--- config.mk ---
export PLATFORM = sky130hd
export DESIGN_NAME = sticky_shift_pipe_flat
export DESIGN_NICKNAME = d
export VERILOG_FILES = /design/src/rtl/sticky_shift_pkg.sv /design/src/rtl/sticky_shift_pipe_if.sv /design/src/rtl/sticky_shift_stage.sv /design/src/rtl/sticky_shift_pipe.sv /design/src/flat_wrapper.sv
export SDC_FILE = /design/constraint.sdc
export NUM_CORES = 1
export LEC_CHECK = 0
export ABC_CLOCK_PERIOD_IN_PS = 4300
export BUFFER_PORTS_ARGS = -buffer_cell sky130_fd_sc_hd__buf_2
export CORE_MARGIN = 2
export CORE_UTILIZATION = 45
export DETAILED_ROUTE_END_ITERATION = 8
export PLACE_DENSITY = 0.69
export SLEW_MARGIN = 20
export SYNTH_ARGS = -nofsm -noshare
export SYNTH_HDL_FRONTEND = slang
export SYNTH_SLANG_ARGS = --single-unit
export TNS_END_PERCENT = 1
--- constraint.sdc ---
create_clock -name clk -period 4.3 [get_ports clk]
set_input_delay 0.43 -clock clk [delete_from_list [all_inputs] [get_ports clk]]
set_output_delay 0.43 -clock clk [all_outputs]
set_load 0.1 [all_outputs]
--- src/rtl/sticky_shift_pkg.sv ---
// rtl/sticky_shift_pkg.sv - width helpers and stage payload layout shared by the sticky shift pipe
package sticky_shift_pkg;

    function automatic int clog2(input int v);
        int r;
        r = 0;
        for (int i = 0; i < 31; i++) begin
            if ((1 << i) < v) r = i + 1;
        end
        return r;
    endfunction

    function automatic int calc_w(input int n);
        return 2 * n + 3;
    endfunction

    function automatic int calc_sw(input int w);
        return clog2(w) + 1;
    endfunction

    localparam int DEF_N  = 8;
    localparam int DEF_TW = 4;
    localparam int DEF_W  = calc_w(DEF_N);
    localparam int DEF_SW = calc_sw(DEF_W);

    // Field order and names are the contract every stage relies on; the top
    // re-declares this layout at its own N/TW widths.
    typedef struct packed {
        logic              valid;
        logic [DEF_W-1:0]  data;
        logic              sticky;
        logic [DEF_SW-1:0] rem;
        logic              arith;
        logic [DEF_TW-1:0] tag;
    } stage_t;

endpackage

--- src/rtl/sticky_shift_pipe_if.sv ---
// rtl/sticky_shift_pipe_if.sv - input/output beat handshake bundle of the sticky shift pipe
interface sticky_shift_pipe_if #(
    parameter int N  = 8,
    parameter int TW = 4
);
    import sticky_shift_pkg::*;

    localparam int W  = calc_w(N);
    localparam int SW = calc_sw(W);

    logic          in_valid;
    logic          in_ready;
    logic [W-1:0]  in_a;
    logic [SW-1:0] in_shift;
    logic          in_arith;
    logic [TW-1:0] in_tag;
    logic          out_valid;
    logic          out_ready;
    logic [W-1:0]  out_z;
    logic [TW-1:0] out_tag;

    modport master (
        output in_valid, in_a, in_shift, in_arith, in_tag, out_ready,
        input  in_ready, out_valid, out_z, out_tag
    );

    modport slave (
        input  in_valid, in_a, in_shift, in_arith, in_tag, out_ready,
        output in_ready, out_valid, out_z, out_tag
    );

endinterface

--- src/rtl/sticky_shift_stage.sv ---
// rtl/sticky_shift_stage.sv - one register stage: shifts by its slice of the shift amount, folds ejected bits into sticky
module sticky_shift_stage
    import sticky_shift_pkg::*;
#(
    parameter int  W  = DEF_W,
    parameter int  SW = DEF_SW,
    parameter int  LO = 0,
    parameter int  NB = DEF_SW,
    parameter type payload_t = sticky_shift_pkg::stage_t
) (
    input  logic     clk,
    input  logic     rst_n,
    input  logic     adv_i,
    input  payload_t d_i,
    output payload_t q_o
);

    localparam logic [31:0] SLICE = 32'(((1 << NB) - 1) << LO);

    payload_t    q_d;
    payload_t    q_q;
    logic [31:0] amt;
    logic        fill;

    always_comb begin
        q_d     = d_i;
        fill    = d_i.arith & d_i.data[W-1];
        amt     = 32'(d_i.rem) & SLICE;
        q_d.rem = d_i.rem & ~SW'(SLICE);
        // A slice worth W or more flushes every remaining bit into sticky.
        if (amt >= 32'(W)) begin
            q_d.data   = {W{fill}};
            q_d.sticky = d_i.sticky | (|d_i.data);
        end else begin
            q_d.data   = W'($signed({fill, d_i.data}) >>> amt);
            q_d.sticky = d_i.sticky | (|(d_i.data & ~({W{1'b1}} << amt)));
        end
    end

    always_ff @(posedge clk) begin
        if (!rst_n) begin
            q_q.valid <= 1'b0;
        end else if (adv_i) begin
            q_q <= q_d;
        end
    end

    assign q_o = q_q;

endmodule

--- src/rtl/sticky_shift_pipe.sv ---
// rtl/sticky_shift_pipe.sv - pipelined right shifter with exact sticky bit in out_z[0]
// Optional STICKY_SHIFT_CNT_EN adds sticky_cnt, a saturating count of sticky-set output transfers.
module sticky_shift_pipe
    import sticky_shift_pkg::*;
#(
    parameter int N      = 8,
    parameter int STAGES = 2,
    parameter int TW     = 4
) (
    input logic                clk,
    input logic                rst_n,
    sticky_shift_pipe_if.slave bus
`ifdef STICKY_SHIFT_CNT_EN
    ,
    output logic [15:0]        sticky_cnt
`endif
);

    localparam int W  = calc_w(N);
    localparam int SW = calc_sw(W);
    localparam int NB = (SW + STAGES - 1) / STAGES;

    typedef struct packed {
        logic          valid;
        logic [W-1:0]  data;
        logic          sticky;
        logic [SW-1:0] rem;
        logic          arith;
        logic [TW-1:0] tag;
    } pipe_t;

    pipe_t        in_s;
    pipe_t        st [STAGES];
    pipe_t        last;
    logic         adv;
    logic [W-1:0] z;

    // One global advance: the whole pipe moves or holds as a unit.
    assign adv          = !last.valid | bus.out_ready;
    assign bus.in_ready = adv;

    assign in_s = '{valid: bus.in_valid, data: bus.in_a, sticky: 1'b0,
                    rem: bus.in_shift, arith: bus.in_arith, tag: bus.in_tag};

    for (genvar k = 0; k < STAGES; k++) begin : g_stage
        pipe_t stage_in;
        if (k == 0) begin : g_first
            assign stage_in = in_s;
        end else begin : g_next
            assign stage_in = st[k-1];
        end
        sticky_shift_stage #(
            .W        (W),
            .SW       (SW),
            .LO       (k * NB),
            .NB       (NB),
            .payload_t(pipe_t)
        ) u_stage (
            .clk  (clk),
            .rst_n(rst_n),
            .adv_i(adv),
            .d_i  (stage_in),
            .q_o  (st[k])
        );
    end

    assign last          = st[STAGES-1];
    assign z             = {last.data[W-1:1], last.data[0] | last.sticky};
    assign bus.out_valid = last.valid;
    assign bus.out_z     = z;
    assign bus.out_tag   = last.tag;

`ifdef STICKY_SHIFT_CNT_EN
    logic [15:0] cnt_q;
    logic [15:0] cnt_d;

    always_comb begin
        cnt_d = cnt_q;
        if (last.valid && bus.out_ready && z[0] && (cnt_q != 16'hFFFF)) begin
            cnt_d = cnt_q + 16'd1;
        end
    end

    always_ff @(posedge clk) begin
        if (!rst_n) begin
            cnt_q <= 16'd0;
        end else begin
            cnt_q <= cnt_d;
        end
    end

    assign sticky_cnt = cnt_q;
`endif

endmodule

--- src/flat_wrapper.sv ---
// flat-port wrapper written by rule: the top's interface ports become plain ports
module sticky_shift_pipe_flat import sticky_shift_pkg::*;
#(
    parameter int N      = 8,
    parameter int STAGES = 2,
    parameter int TW     = 4
)
  (clk, rst_n, bus_in_valid, bus_in_a, bus_in_shift, bus_in_arith, bus_in_tag, bus_out_ready, bus_in_ready, bus_out_valid, bus_out_z, bus_out_tag);
  sticky_shift_pipe_if #(.N(N), .TW(TW)) bus_i ();
  input logic clk;
  input logic rst_n;
  input wire logic [$bits(bus_i.in_valid)-1:0] bus_in_valid;
  input wire logic [$bits(bus_i.in_a)-1:0] bus_in_a;
  input wire logic [$bits(bus_i.in_shift)-1:0] bus_in_shift;
  input wire logic [$bits(bus_i.in_arith)-1:0] bus_in_arith;
  input wire logic [$bits(bus_i.in_tag)-1:0] bus_in_tag;
  input wire logic [$bits(bus_i.out_ready)-1:0] bus_out_ready;
  output wire logic [$bits(bus_i.in_ready)-1:0] bus_in_ready;
  output wire logic [$bits(bus_i.out_valid)-1:0] bus_out_valid;
  output wire logic [$bits(bus_i.out_z)-1:0] bus_out_z;
  output wire logic [$bits(bus_i.out_tag)-1:0] bus_out_tag;
  assign bus_i.in_valid = bus_in_valid;
  assign bus_i.in_a = bus_in_a;
  assign bus_i.in_shift = bus_in_shift;
  assign bus_i.in_arith = bus_in_arith;
  assign bus_i.in_tag = bus_in_tag;
  assign bus_i.out_ready = bus_out_ready;
  assign bus_in_ready = bus_i.in_ready;
  assign bus_out_valid = bus_i.out_valid;
  assign bus_out_z = bus_i.out_z;
  assign bus_out_tag = bus_i.out_tag;
  sticky_shift_pipe #(.N(N), .STAGES(STAGES), .TW(TW)) u_core (.clk(clk), .rst_n(rst_n), .bus(bus_i));
endmodule
# Word-level counts from Yosys, hierarchy flattened

Index checks and enable logic that the tools add are counted.

Output and inout bits: 25
Register bits: 54
Word-level logic and storage cells: 34
Input bits: 34

Shift operators: 4
Magnitude comparators: 2
Muxes and demuxes: 2
Reductions and logical operators: 6
Bitwise operators: 10

Operator list:

| operator                                                           | number |
|---|---|
| OR reduction 19 bit                                                | 4 |
| two-way mux 20 bit                                                 | 2 |
| AND 19 bit                                                         | 2 |
| NOT 19 bit                                                         | 2 |
| >>> shifter 20 x 3 -> 19 bit                                       | 1 |
| >>> shifter 20 x 6 -> 19 bit                                       | 1 |
| left shift 19 x 3 -> 19 bit (first input constant)                 | 1 |
| left shift 19 x 6 -> 19 bit (first input constant)                 | 1 |
| greater-or-equal comparator 6 x 5 -> 1 bit (second input constant) | 1 |
| greater-or-equal comparator 3 x 5 -> 1 bit (second input constant) | 1 |
| bitwise OR 1 bit                                                   | 4 |
| AND 1 bit                                                          | 2 |
| AND reduction 2 bit                                                | 1 |
| logical NOT 1 bit                                                  | 1 |

# Longest topological paths before layout

Gate-level depths: netlist of run 1.

Depth in word-level cells: 6
Depth in mapped cells: 6
Depth with buffers taken out: 4

# Modules after synthesis

From an unflattened synthesis of run 1, not the netlist that was laid out.

Cell total of the unflattened synthesis: 222
Area total of the unflattened synthesis: 2994.1 sq um

By module, submodules not included:

| module                                         | cells each | instances | area an instance (sq um) | seq. area each (sq um) |
|---|---|---|---|---|
| sticky_shift_stage (u_core.g_stage[0].u_stage) | 126        | 1         | 1687.9                   | 860.8 |
| sticky_shift_stage (u_core.g_stage[1].u_stage) | 93         | 1         | 1290.0                   | 860.8 |
| sticky_shift_pipe                              | 3          | 1         | 16.3                     | 0.0 |

# Least setup slack after synthesis of run 1

OpenSTA, ideal clock, no wires.

Path kind: reg-to-reg
From: register u_core.g_stage[1].u_stage.q_q (netlist bit u_core.g_stage[1].u_stage.q_o[31])
To: register u_core.g_stage[0].u_stage.q_q (netlist bit u_core.g_stage[0].u_stage.q_o[0]) (enable)
Clock period less this slack: 3331 ps
Path buffers: 0
Setup time: 415 ps
Data required time: 3885 ps
Setup slack: 969 ps
Arrival: 2917 ps
Stages on the path, launching flop included: 4
Cells stage by stage: dfxtp_1 -> nor2b_1 -> inv_1 -> and2_1

Word-level cells in the longest chain between the ends: 3

RTL lines:

| what                          | line                     | RTL |
|---|---|---|
| from (decl)                   | sticky_shift_stage.sv:21 | `payload_t q_q;` |
| from (signal assigned)        | sticky_shift_stage.sv:44 | `q_q <= q_d;` |
| logical NOT 1 bit             | sticky_shift_pipe.sv:39  | `assign adv = !last.valid \| bus.out_ready;` |
| bitwise OR 1 bit              | sticky_shift_pipe.sv:39  |  |
| net bus_in_ready              | flat_wrapper.sv:18       | `output wire logic [$bits(bus_i.in_ready)-1:0] bus_in_ready;` |
| AND reduction 2 bit (no line) | -                        |  |
| to (signal assigned)          | sticky_shift_stage.sv:44 |  |
| to (decl)                     | sticky_shift_stage.sv:21 |  |

The timed path passes the listed nets, and every way through them passes these cells.
A chain may end at the register's enable or synchronous reset.

==> results by stage, run 1 <==
Outcome:
- The flow ran to the end, and the final reports show no timing, DRC or antenna violations.

Synth:
- The cell area after technology mapping is 3000 sq um.
- The number of warnings printed during yosys synthesis is 0.
- The portion of the post-synthesis area used by sequential elements is 53.4%.
- In the synthesized netlist the async set-or-reset flop fraction comes to 0%.
- The register bit count reported by yosys is 54.
- The commonest register cell after synthesis is sky130_fd_sc_hd__edfxtp_1.
- The gate count of the mapped netlist is 233.
- When the netlist entered floorplanning its net count stood at 267.
- The average footprint of a synthesized cell is 12.9 sq um.
- The number of flops mapped to enable cells by yosys is 52.
- After synthesis, the netlist uses 39 different library cells.

Floorplan:
- The floorplan step defined a die boundary enclosing 7340 sq um.
- For this configuration, the core starts out at a cell density of 47.0%.
- In this run the core area contains 29 standard-cell rows.
- The floorplan die width is 85.7 microns.
- The die is 85.7 microns tall.
- 59 I/O pins were placed.
- The floorplan step defined a core boundary enclosing 6390 sq um.

Clocking:
- The number of sinks driven by the clock tree is 54.
- The clock network latency to the later pin of the worst-skew pair is 0.31 ns.
- The CTS H-tree depth is 2.
- Counting along the longest clock path gives a buffer depth of 2.
- The number of setup buffers added after CTS is 0.
- Buffers inserted during clock tree synthesis total 5.
- The tree is rooted in a sky130_fd_sc_hd__clkbuf_8.
- The CTS clock-pin slew for the worst setup and hold paths is 0.09 ns.
- Buffers inserted to repair hold after CTS numbered 0.
- Once the clock tree was built, the resizer swapped 0 gates to a different size.
- The TritonCTS clock tree is built.

Cells and area:
- The repair_antennas step left the layout with diodes totalling 0.
- The library cell used most frequently in the layout, excluding fill and tap cells, is sky130_fd_sc_hd__buf_2.
- The fraction of final layout cells sized beyond drive strength 1 is 37.3%.
- The count of fill cells added during filler insertion is 572.
- The flip-flop count of the largest register, all copies and words added is 54.
- In the final design database the tool counted 296 nets.
- Compared with the post-synthesis result, the final layout area differs by 6.46%.
- In the layout the commonest cells are 58 x sky130_fd_sc_hd__buf_2, 52 x sky130_fd_sc_hd__edfxtp_1, 20 x sky130_fd_sc_hd__nand2_1, 17 x sky130_fd_sc_hd__mux2i_1, 15 x sky130_fd_sc_hd__a21oi_1.
- Leaving out filler cells and counting taps, the final layout contains 340.

Global route:
- The first global-routing pass estimated 7990 microns of wire.
- For this run the aggregate overflow at the end of global routing stands at 0.
- The pin count of the biggest net entering global routing is 53.
- The number of global-route vias before repair came to 1,654.
- The total global routing track utilization is 13.7%.
- The number of antenna violations at the first check in global routing was 0.

Pwr:
- The fraction of power consumed by combinational cells is 23.7%.
- The proportion of power drawn by the clock network is 22.4%.
- The ratio of total power to cell area is 379 nW/um^2.
- In this run the power spent charging and discharging nets is 389 uW.
- IR analysis of the VDD net gives a maximum drop of 0.245 mV.
- The internal power contribution is 823 uW.
- The net switching share of the total power is 32.1%.
- The leakage power is 1.26 nW.
- The proportion of power drawn by flip-flops and latches is 53.9%.

Critical path:
- For the worst setup path, the data arrival time is 2.11 ns.
- The critical path goes through nor2_1, a21oi_1, or4_1.
- The kind of cell with the highest combined delay along the critical path is simple AND/OR/NAND/NOR gates.
- Counting both buffers and inverters, the worst setup path holds a total of 0.
- The nature of the critical path startpoint is a flip-flop.
- The classification of the worst setup path is flip-flop to flip-flop.
- On the worst path, the slowest cell contributes a delay of 0.67 ns.
- The maximum fanout count along the critical path is 13.
- STA classifies the critical path endpoint as a flip-flop.
- At the worst endpoint, the required time is 4.34 ns.
- The slowest stage of the critical path belongs to the cell sky130_fd_sc_hd__nor2_1.

Routing:
- The average wire length per cell after detail routing is 14.4 microns.
- In this run the remaining antenna-violating nets after routing total 0.
- For this block, the initial DRC count from the detailed router was 62.
- After detailed routing, the total wire length is 4890 microns.
- In the routed design, unresolved DRC markers number 0.
- The via density per instance is 5.40.
- The via count is 1,836.
- The first TritonRoute pass finished after 4 iterations.

Place:
- The global placement routability congestion is 0.831.
- The HPWL after detailed placement is 3600 microns.
- The number of input and output port buffers inserted is 58.
- After detailed placement, the design holds a cell count of 332.

Timing:
- The worst-case headroom to the max-slew limit is 48.1%.
- Setup repair after global routing left no endpoint under its margin.
- The final period demand of the worst path is 2.07 ns.
- The max-slew violation count is 0.
- The post-route clock period utilization is 48.1%.
- The number of hold violations in the final report is 0.
- After routing, the total negative slack on setup checks comes to 0 ns.
- At the pin with the least slew margin, the transition time is 0.776 ns.
- Timing would allow up to 0.483 GHz.
- The worst setup skew after layout is 0.00913 ns.
- Setup violations remaining at the end of the flow were counted as 0.

Worst hold path:
- The worst hold path belongs to the class input port to flip-flop.

Flow run:
- Max-cap violations in this run came to 0.
power by group through the flow:
stage	clock network (mW)	logic, mW	registers, mW
after CTS	0.277	0.288	0.654
after floorplan	0	0.262	0.659
final	0.271	0.287	0.654
after detailed placement	0	0.287	0.667
after global placement	0	0.284	0.666
after global routing	0.301	0.306	0.659
worst reg2reg max path, stage by stage, from the launching register on:
cell and delay, ns:
sky130_fd_sc_hd__edfxtp_1 0.56, sky130_fd_sc_hd__nor2_1 0.67, sky130_fd_sc_hd__a21oi_1 0.07, sky130_fd_sc_hd__or4_1 0.50
logic make-up after synthesis:
kind of cell,Yosys count,synth area share (%)
AOI/OAI and AO/OA,58,13.0
buffers and inverters,40,9.88
DFF,54,53.4
muxes,35,16.6
and+or+nand+nor,46,7.17
metal layers:
layer	vias to the layer above	track usage (%)	routed length, microns	part of all wire, %
met5	-	0	0	0
met4	0	4.76	73	1.5
met3	6	2.79	281	5.7
met2	61	21.0	2240	46
met1	846	19.5	2300	47
li1	923	-	-	-
per-stage QoR:
step / util (%) / setup WS, ns / hold slack [ns] / instance area (sq um) / total power [mW]
4_1_cts: 50.0 / 2.25 / 0.288 / 3190 / 1.22
3_5_place_dp: 48.6 / 2.24 / 0.405 / 3110 / 0.954
6_report: 50.0 / 2.23 / 0.293 / 3190 / 1.21
5_1_grt: 50.0 / 2.10 / 0.283 / 3190 / 1.27
2_1_floorplan: - / 0.969 / 0.400 / 3000 / 0.921
3_3_place_gp: 48.6 / 2.29 / 0.401 / 3110 / 0.949
cell type report:
class | count | area (sq um) | share of cell area, %
Timing Repair Buffer | 58 | 290 | 9.09
Inverter | 4 | 15.0 | 0.470
Multi-Input combinational cell | 139 | 1100 | 34.6
Tap cell | 77 | 96.3 | 3.02
Sequential cell | 54 | 1600 | 50.1
Clock inverter | 2 | 13.8 | 0.431
Clock buffer | 6 | 72.6 | 2.27
final timing paths:
check	slack [ns]	cells past startpoint	to	from
worst max-delay path	2.23	3	u_core.g_stage[1].u_stage.q_o[11]	u_core.g_stage[0].u_stage.q_o[9]
worst min-delay path	0.29	1	u_core.g_stage[0].u_stage.q_o[0]	bus_in_tag[0]
worst max register to register	2.23	3	u_core.g_stage[1].u_stage.q_o[11]	u_core.g_stage[0].u_stage.q_o[9]
worst min register to register	0.43	0	u_core.g_stage[1].u_stage.q_o[3]	u_core.g_stage[0].u_stage.q_o[3]
synth_stat cells (all sizes together), types with 2 or more instances:
cell,instances,area (sq um)
edfxtp,52,1560
buf,35,278
nand2,20,75.1
mux2i,17,170
a21oi,16,83.8
o21ai,16,80.1
mux4,11,248
nor2,11,41.3
a21o,8,68.8
mux2,7,78.8
o21a,6,45.0
inv,4,15.0
nor4,4,25.0
nand3,3,15.0
nor3,3,26.3
a32oi,2,17.5
dfxtp,2,40.0
o21bai,2,15.0
or2,2,12.5
Power figures use the tool's default switching activity.
==> inputs of run 2 (changes only) <==
--- a/config.mk
+++ b/config.mk
@@ -5,7 +5,7 @@
 export SDC_FILE = /design/constraint.sdc
 export NUM_CORES = 1
 export LEC_CHECK = 0
-export ABC_CLOCK_PERIOD_IN_PS = 4300
+export ABC_CLOCK_PERIOD_IN_PS = 2000
 export BUFFER_PORTS_ARGS = -buffer_cell sky130_fd_sc_hd__buf_2
 export CORE_MARGIN = 2
 export CORE_UTILIZATION = 45
==> constraint.sdc (replaced) <==
create_clock -name clk -period 2 [get_ports clk]
set_input_delay 0.2 -clock clk [delete_from_list [all_inputs] [get_ports clk]]
set_output_delay 0.2 -clock clk [all_outputs]
set_load 0.1 [all_outputs]
==> run 2 against run 1 <==
Register-to-register slack got worse by 1.9 ns. Clock skew down 0.0049 ns. Sequential share of layout area fell by 0.92 points. Design area increased by 2.1%. Core utilization is 1.1 points higher. Final cell count rose by 2.1%.
==> results by stage, run 2 (synthesized netlist as in run 1, its figures left out) <==
Floorplan:
- The total die area is 7340 sq um (unchanged).
- The floorplan die height is 85.7 microns (unchanged).
- The initial core utilization is 47.0% (unchanged).
- The floorplan die width is 85.7 microns (unchanged).
- The number of top-level pins is 59 (unchanged).
- The number of rows created at floorplan was 29 (unchanged).
- The core area is 6390 sq um (unchanged).

Critical path:
- The critical path launch point is u_core.g_stage[0].u_stage.q_o[9].
- The worst setup path is captured at a flip-flop.
- The critical path is of the flip-flop to flip-flop type.
- Traced cell by cell, the critical path runs through nor3_4, buf_4, nor2_1, a21o_2.
- The data required time of the worst path is 2.06 ns (-2.28 ns).
- The critical-path cell with the highest stage delay is sky130_fd_sc_hd__edfxtp_1.
- The launch point of the worst reg-to-reg path is u_core.g_stage[0].u_stage.q_o[9].
- The sum of buffers and inverters on the critical path was 1 (+1).
- The critical path arrival is 1.69 ns (-0.42 ns).
- The maximum fanout count along the critical path is 10 (-3).
- The delay of the slowest critical-path stage is 0.57 ns (-0.10 ns).
- The count of cells along the worst register-to-register path was 4 (+1).
- The kind of cell with the highest combined delay along the critical path is flip-flops.
- The nature of the critical path startpoint is a flip-flop.
- The cell count along the critical path was 4 (+1).

Worst hold path:
- The startpoint identified for the worst hold timing path is bus_in_shift[5].
- The number of stages on the worst hold path came to 1 (unchanged).
- The class of the tightest hold or removal check is input port to flip-flop.

Cells and area:
- The share of the core filled with cells is 51.1% (+1.1 points).
- The non-filler instance count after layout came to 347 (+2.1%).
- The number of inserted diodes is 0 (unchanged).
- The area added between synthesis and finish is 8.72%.
- The library cell used most frequently in the layout, excluding fill and tap cells, is sky130_fd_sc_hd__buf_2.
- The fraction of final layout cells sized beyond drive strength 1 was 40.0% (+2.7 points).
- The number of nets in the final layout is 303 (+2.4%).
- The flip-flop count of the largest register, all copies and words added is 54 (unchanged).
- Leaving out fill and tap cells, the most frequent cells in the layout are 58 x sky130_fd_sc_hd__buf_2, 52 x sky130_fd_sc_hd__edfxtp_1, 20 x sky130_fd_sc_hd__nand2_1, 17 x sky130_fd_sc_hd__mux2i_1, 15 x sky130_fd_sc_hd__a21oi_1.

Routing:
- The violation count after the first detailed-routing iteration is 74 (+19%).
- The overall routed net length was 5010 microns (+2.5%).
- The via count is 1,887 (+2.8%).
- The detailed-routing iteration count for the pre-antenna-repair pass is 4 (unchanged).
- The via density per instance is 5.44 (+0.70%).
- The post-detailed-route DRC marker count is 0 (unchanged).
- The post-route antenna net violation count is 0 (unchanged).
- The average wire length per cell after detail routing was 14.4 microns (+0.39%).

Flow run:
- The number of max-cap violations came to 0 (unchanged).

Timing:
- The number of hold violations in the final report came to 0 (unchanged).
- The number of setup violations in the final report is 0 (unchanged).
- The maximum achievable frequency is 0.614 GHz (+27%).
- The worst setup skew after layout is 0.00419 ns (-0.00494 ns).
- The max-slew violation count is 0 (unchanged).
- Setup repair after global routing left no endpoint under its margin.
- The final period demand of the worst path is 1.63 ns (-0.438 ns).
- The worst-case headroom to the max-slew limit was 61.4% (+13 points).
- The transition at the pin with the smallest max-transition slack is 0.579 ns (-0.197 ns).
- The post-route clock period utilization was 81.5% (+33 points).
- The total negative setup slack was 0 ns (unchanged).

Global route:
- The pin count of the biggest net entering global routing was 29 (-45%).
- The residual overflow from global routing is 0 (unchanged).
- The number of antenna violations at the first check in global routing was 0 (unchanged).
- The number of global-route vias before repair is 1,711 (+3.4%).
- The global-route wire length before repair is 8330 microns (+4.2%).
- The total global routing track utilization is 14.2% (+0.55 points).

Clocking:
- The count of hold-fix buffers inserted at cts came to 0 (unchanged).
- The CTS H-tree depth is 2 (unchanged).
- The count of instances resized after the clock tree is built is 0 (unchanged).
- The CTS clock-pin slew for the worst setup and hold paths is 0.09 ns (about the same).
- TritonCTS built the clock tree.
- The number of buffers on the longest clock path came to 2 (unchanged).
- Clock tree synthesis selected as its root buffer the cell sky130_fd_sc_hd__clkbuf_8.
- The number of sinks driven by the clock tree was 54 (unchanged).
- The number of setup buffers added after CTS is 0 (unchanged).
- The clock network latency to the later pin of the worst-skew pair is 0.30 ns (about the same).
- The CTS buffer count is 5 (unchanged).

Pwr:
- The proportion of power drawn by the clock network came to 22.2% (-0.2 points).
- The leakage power is 1.29 nW (+2.9%).
- The ratio of total power to cell area is 803 nW/um^2 (+110%).
- The internal power contribution is 1.78 mW (+120%).
- The proportion of power drawn by flip-flops and latches is 53.3% (-0.6 points).
- The peak supply drop is 0.483 mV (+97%).
- The total design power is 2.62 mW (+120%).
- The net switching share of the total power is 32.0% (about the same).
- The net switching power of the design is 839 uW (+120%).
- The fraction of power consumed by combinational cells is 24.5% (+0.8 points).

Place:
- The cell count after placement is 339 (+2.1%).
- The number of input and output port buffers inserted is 58 (unchanged).
- The HPWL after detailed placement was 3770 microns (+4.7%).
- The global placement routability congestion is 0.776 (-6.7%).

Outcome:
- The flow ran to the end, and the final reports show no timing, DRC or antenna violations.
run 2: cell types whose count changed in the layout (fill, tap and decap cells not counted):
cell	previous run	this run
sky130_fd_sc_hd__inv_1	4	3
sky130_fd_sc_hd__dfxtp_1	2	1
sky130_fd_sc_hd__dfxtp_4	0	1
sky130_fd_sc_hd__nor2b_4	0	1
sky130_fd_sc_hd__buf_4	0	7
sky130_fd_sc_hd__nor2b_1	1	0
sky130_fd_sc_hd__clkinvlp_4	0	1
run 2: cell type report:
cell class | instances | area (sq um)
inverter | 4 | 18.8
sequential | 54 | 1610
clock buffer | 6 | 72.6
tap | 77 | 96.3
fill | 568 | 3120
clock inverter | 2 | 13.8
timing repair buffer | 65 | 343
multi-input combinational | 139 | 1110
run 2: per-stage QoR:
step           area [sq um]  hold slack [ns]  setup slack (ns)
4_1_cts                3260           0.0568             0.359
5_1_grt                3260           0.0527             0.280
6_report               3260           0.0644             0.370
3_3_place_gp           3180            0.376             0.294
2_1_floorplan          3020            0.299            0.0220
3_5_place_dp           3180            0.379             0.239
run 2: path summary, 6_finish.rpt:
kind	to	slack, ns
worst max register to register	u_core.g_stage[1].u_stage.q_o[27]	0.37
worst min-delay path	u_core.g_stage[0].u_stage.q_o[10]	0.06
worst max-delay path	u_core.g_stage[1].u_stage.q_o[27]	0.37
worst min register to register	u_core.g_stage[1].u_stage.q_o[1]	0.43
run 2: metal layers:
metal / vias up / routed length, microns / global-route usage, % / part of all wire, %
li1: 931 / - / - / -
met1: 868 / 2300 / 20.0 / 46
met2: 79 / 2360 / 22.7 / 47
met3: 9 / 281 / 1.92 / 5.6
met4: 0 / 73 / 5.19 / 1.5
met5: - / 0 / 0 / 0
run 2: power by group through the flow:
stage	Combinational [mW]	Sequential, mW	Clock, mW
global placement	0.632	1.42	0
global route	0.684	1.41	0.641
detailed placement	0.642	1.42	0
finish	0.641	1.40	0.581
floorplan	0.566	1.41	0
CTS	0.643	1.40	0.602
==> inputs of run 3 (changes only) <==
--- a/config.mk
+++ b/config.mk
@@ -5,7 +5,7 @@
 export SDC_FILE = /design/constraint.sdc
 export NUM_CORES = 1
 export LEC_CHECK = 0
-export ABC_CLOCK_PERIOD_IN_PS = 2000
+export ABC_CLOCK_PERIOD_IN_PS = 1670
 export BUFFER_PORTS_ARGS = -buffer_cell sky130_fd_sc_hd__buf_2
 export CORE_MARGIN = 2
 export CORE_UTILIZATION = 45
==> constraint.sdc (replaced) <==
create_clock -name clk -period 1.67 [get_ports clk]
set_input_delay 0.167 -clock clk [delete_from_list [all_inputs] [get_ports clk]]
set_output_delay 0.167 -clock clk [all_outputs]
set_load 0.1 [all_outputs]
==> run 3 against run 2 <==
Non-clock buffer count is 9 higher. Register-to-register slack worse by 0.29 ns. Clock power is 21% higher. First-iteration DRC count is 38% lower. Critical path type unchanged. Largest cell class unchanged. Largest power group unchanged.
==> results by stage, run 3 (synthesized netlist as in run 1, its figures left out) <==
Outcome:
- The run finished with clean final reports.

Timing:
- The max-slew violation count is 0 (unchanged).
- The post-route clock period utilization is 95.1% (+14 points).
- The number of setup violations in the final report is 0 (unchanged).
- The transition at the pin with the smallest max-transition slack is 0.491 ns (-0.0874 ns).
- Setup repair after global routing left no endpoint under its margin.
- The maximum achievable frequency is 0.630 GHz (+2.7%).
- The minimum hold slack is 0.0275 ns (-0.0369 ns).
- The worst setup skew after layout is 0.00720 ns (+0.00301 ns).
- The final period demand of the worst path is 1.59 ns (-0.0423 ns).
- The number of hold violations in the final report was 0 (unchanged).
- The worst-case headroom to the max-slew limit came to 67.5% (+6.1 points).

Cells and area:
- From synthesis to final layout, the design area changed by 11.9%.
- The number of nets in the final layout came to 312 (+3.0%).
- The flip-flop count of the largest register, all copies and words added is 54 (unchanged).
- The number of inserted diodes is 0 (unchanged).
- The fraction of final layout cells sized beyond drive strength 1 is 41.9% (+1.9 points).
- The library cells used most frequently in the layout, excluding fill and tap cells, are 58 x sky130_fd_sc_hd__buf_2, 52 x sky130_fd_sc_hd__edfxtp_1, 20 x sky130_fd_sc_hd__nand2_1, 17 x sky130_fd_sc_hd__mux2i_1, 15 x sky130_fd_sc_hd__a21oi_1.
- The count of fill cells added during filler insertion came to 558 (-1.8%).
- The library cell used most frequently in the layout, excluding fill and tap cells, is sky130_fd_sc_hd__buf_2.

Critical path:
- The count of cells along the worst register-to-register path came to 3 (-1).
- The launch point of the worst reg-to-reg path is u_core.g_stage[0].u_stage.q_o[9].
- The critical path arrival came to 1.65 ns (-0.04 ns).
- The worst setup path is of the flip-flop to flip-flop kind.
- The nature of the critical path startpoint is a flip-flop.
- In this run the critical register-to-register path is captured at u_core.g_stage[1].u_stage.q_o[11].
- The maximum fanout count along the critical path is 7 (-3).
- The critical path capture point type is a flip-flop.
- The data required time of the worst path was 1.73 ns (-0.33 ns).
- The worst reg-to-reg setup slack is 0.08 ns (-0.29 ns).

Floorplan:
- The initial core utilization is 47.0% (unchanged).
- The number of rows created at floorplan was 29 (unchanged).
- The total die area is 7340 sq um (unchanged).
- The core area is 6390 sq um (unchanged).
- The number of top-level pins was 59 (unchanged).
- The floorplan die height is 85.7 microns (unchanged).
- The floorplan die width is 85.7 microns (unchanged).

Routing:
- The detailed-routing iteration count for the pre-antenna-repair pass was 4 (unchanged).
- The overall routed net length was 5180 microns (+3.4%).
- The via density per instance came to 5.40 (-0.77%).
- The via count came to 1,921 (+1.8%).
- The post-detailed-route DRC marker count came to 0 (unchanged).
- The post-route antenna net violation count came to 0 (unchanged).
- The average wire length per cell after detail routing was 14.5 microns (+0.76%).
- The violation count after the first detailed-routing iteration is 46 (-38%).

Global route:
- The number of antenna violations at the first check in global routing is 0 (unchanged).
- The total global routing track utilization is 14.8% (+0.59 points).
- The number of global-route vias before repair is 1,769 (+3.4%).
- The residual overflow from global routing came to 0 (unchanged).
- The pin count of the biggest net entering global routing came to 27 (-6.9%).
- The global-route wire length before repair is 8600 microns (+3.3%).

Clocking:
- The number of sinks driven by the clock tree was 54 (unchanged).
- TritonCTS built the clock tree.
- The clock network latency to the later pin of the worst-skew pair was 0.31 ns (about the same).
- The CTS root buffer is sky130_fd_sc_hd__clkbuf_8.
- The CTS buffer count is 5 (unchanged).
- The number of setup buffers added after CTS is 0 (unchanged).
- The number of buffers on the longest clock path came to 2 (unchanged).
- The CTS clock-pin slew for the worst setup and hold paths is 0.09 ns (about the same).
- The count of hold-fix buffers inserted at cts was 0 (unchanged).
- The CTS H-tree depth is 2 (unchanged).
- The count of instances resized after the clock tree is built came to 0 (unchanged).

Worst hold path:
- In this run the worst hold path is classified as input port to flip-flop.
- The number of stages on the worst hold path is 1 (unchanged).
- The start point of the worst min-delay path is bus_in_tag[2].
- For hold timing, the worst endpoint is u_core.g_stage[0].u_stage.q_o[2].

Place:
- The number of input and output port buffers inserted is 58 (unchanged).
- The global placement routability congestion is 0.798 (+3.0%).
- The HPWL after detailed placement is 3910 microns (+3.6%).

Pwr:
- The internal power contribution is 2.15 mW (+21%).
- The leakage power is 1.34 nW (+3.8%).
- The net switching power of the design is 1.02 mW (+22%).
- The total design power is 3.17 mW (+21%).
- The peak supply drop came to 0.669 mV (+38%).
- The proportion of power drawn by the clock network is 22.1% (about the same).
- The ratio of total power to cell area was 946 nW/um^2 (+18%).
- The net switching share of the total power is 32.2% (+0.11 points).
- The proportion of power drawn by flip-flops and latches came to 52.5% (-0.8 points).
- The fraction of power consumed by combinational cells is 25.3% (+0.8 points).

Flow run:
- The number of max-cap violations is 0 (unchanged).
[run 3: changes by cell type in the layout (fill, tap and decap cells not counted)]
| cell | delta |
|---|---|
| sky130_fd_sc_hd__clkinv_4 | -1 |
| sky130_fd_sc_hd__clkinv_2 | -1 |
| sky130_fd_sc_hd__clkbuf_1 | -1 |
| sky130_fd_sc_hd__buf_12 | +2 |
| sky130_fd_sc_hd__clkinvlp_4 | +1 |
| sky130_fd_sc_hd__clkinv_1 | +1 |
| sky130_fd_sc_hd__buf_4 | +7 |
| sky130_fd_sc_hd__inv_6 | +1 |
[run 3: worst max-delay path by stage]
stage	startpoint	to	slack [ns]	depth (start not counted)
after global placement	bus_in_shift[1]	u_core.g_stage[0].u_stage.q_o[14]	0.09	4
after CTS	u_core.g_stage[0].u_stage.q_o[9]	u_core.g_stage[1].u_stage.q_o[11]	0.07	3
after floorplan	u_core.g_stage[1].u_stage.q_o[31]	u_core.g_stage[0].u_stage.q_o[0]	-0.31	3
after global routing	u_core.g_stage[0].u_stage.q_o[9]	u_core.g_stage[1].u_stage.q_o[11]	0.03	3
final	u_core.g_stage[0].u_stage.q_o[9]	u_core.g_stage[1].u_stage.q_o[11]	0.08	3
after detailed placement	u_core.g_stage[0].u_stage.q_o[9]	u_core.g_stage[1].u_stage.q_o[11]	0.08	3
[run 3: area by class of cell]
| type | instances | area (sq um) | share of cell area (%) |
|---|---|---|---|
| flip-flops and latches | 54 | 1610 | 47.8 |
| repair buffers | 74 | 435 | 13.0 |
| inverters | 4 | 18.8 | 0.559 |
| clock inverters | 3 | 20.0 | 0.596 |
| multi-input cells | 139 | 1110 | 33.1 |
| clock buffers | 5 | 68.8 | 2.05 |
| well taps | 77 | 96.3 | 2.87 |
[run 3: stage by stage]
stage                     cell area, sq um  instances  worst slack (ns)  setup TNS [ns]  utilization [%]
after floorplan                       3020        233            -0.308          -16.01                -
after global routing                  3360        356            0.0344               0             52.6
after detailed placement              3250        346            0.0797               0             50.9
after CTS                             3340        354            0.0725               0             52.3
final                                 3360        356            0.0823               0             52.6
after global placement                3250        346            0.0942               0             50.9
[run 3: metal layers]
metal / GRT usage [%] / vias to the layer above / part of all wire, %
li1: - / 951 / -
met1: 20.2 / 910 / 45
met2: 24.2 / 55 / 49
met3: 2.89 / 5 / 5.1
met4: 4.47 / 0 / 1.0
met5: 0 / - / 0
[run 3: worst max-delay path: stages (launching register included)]
cell                       delay (ns)
sky130_fd_sc_hd__edfxtp_1        0.52
sky130_fd_sc_hd__a21oi_1         0.26
sky130_fd_sc_hd__nor2_1          0.07
sky130_fd_sc_hd__or4_1           0.49
[run 3: power groups by stage]
stage	sequential, mW	combinational (mW)	clock [mW]
3_3_place_gp	1.70	0.789	0
6_report	1.67	0.804	0.703
5_1_grt	1.68	0.858	0.769
2_1_floorplan	1.69	0.678	0
4_1_cts	1.67	0.802	0.726
3_5_place_dp	1.70	0.799	0
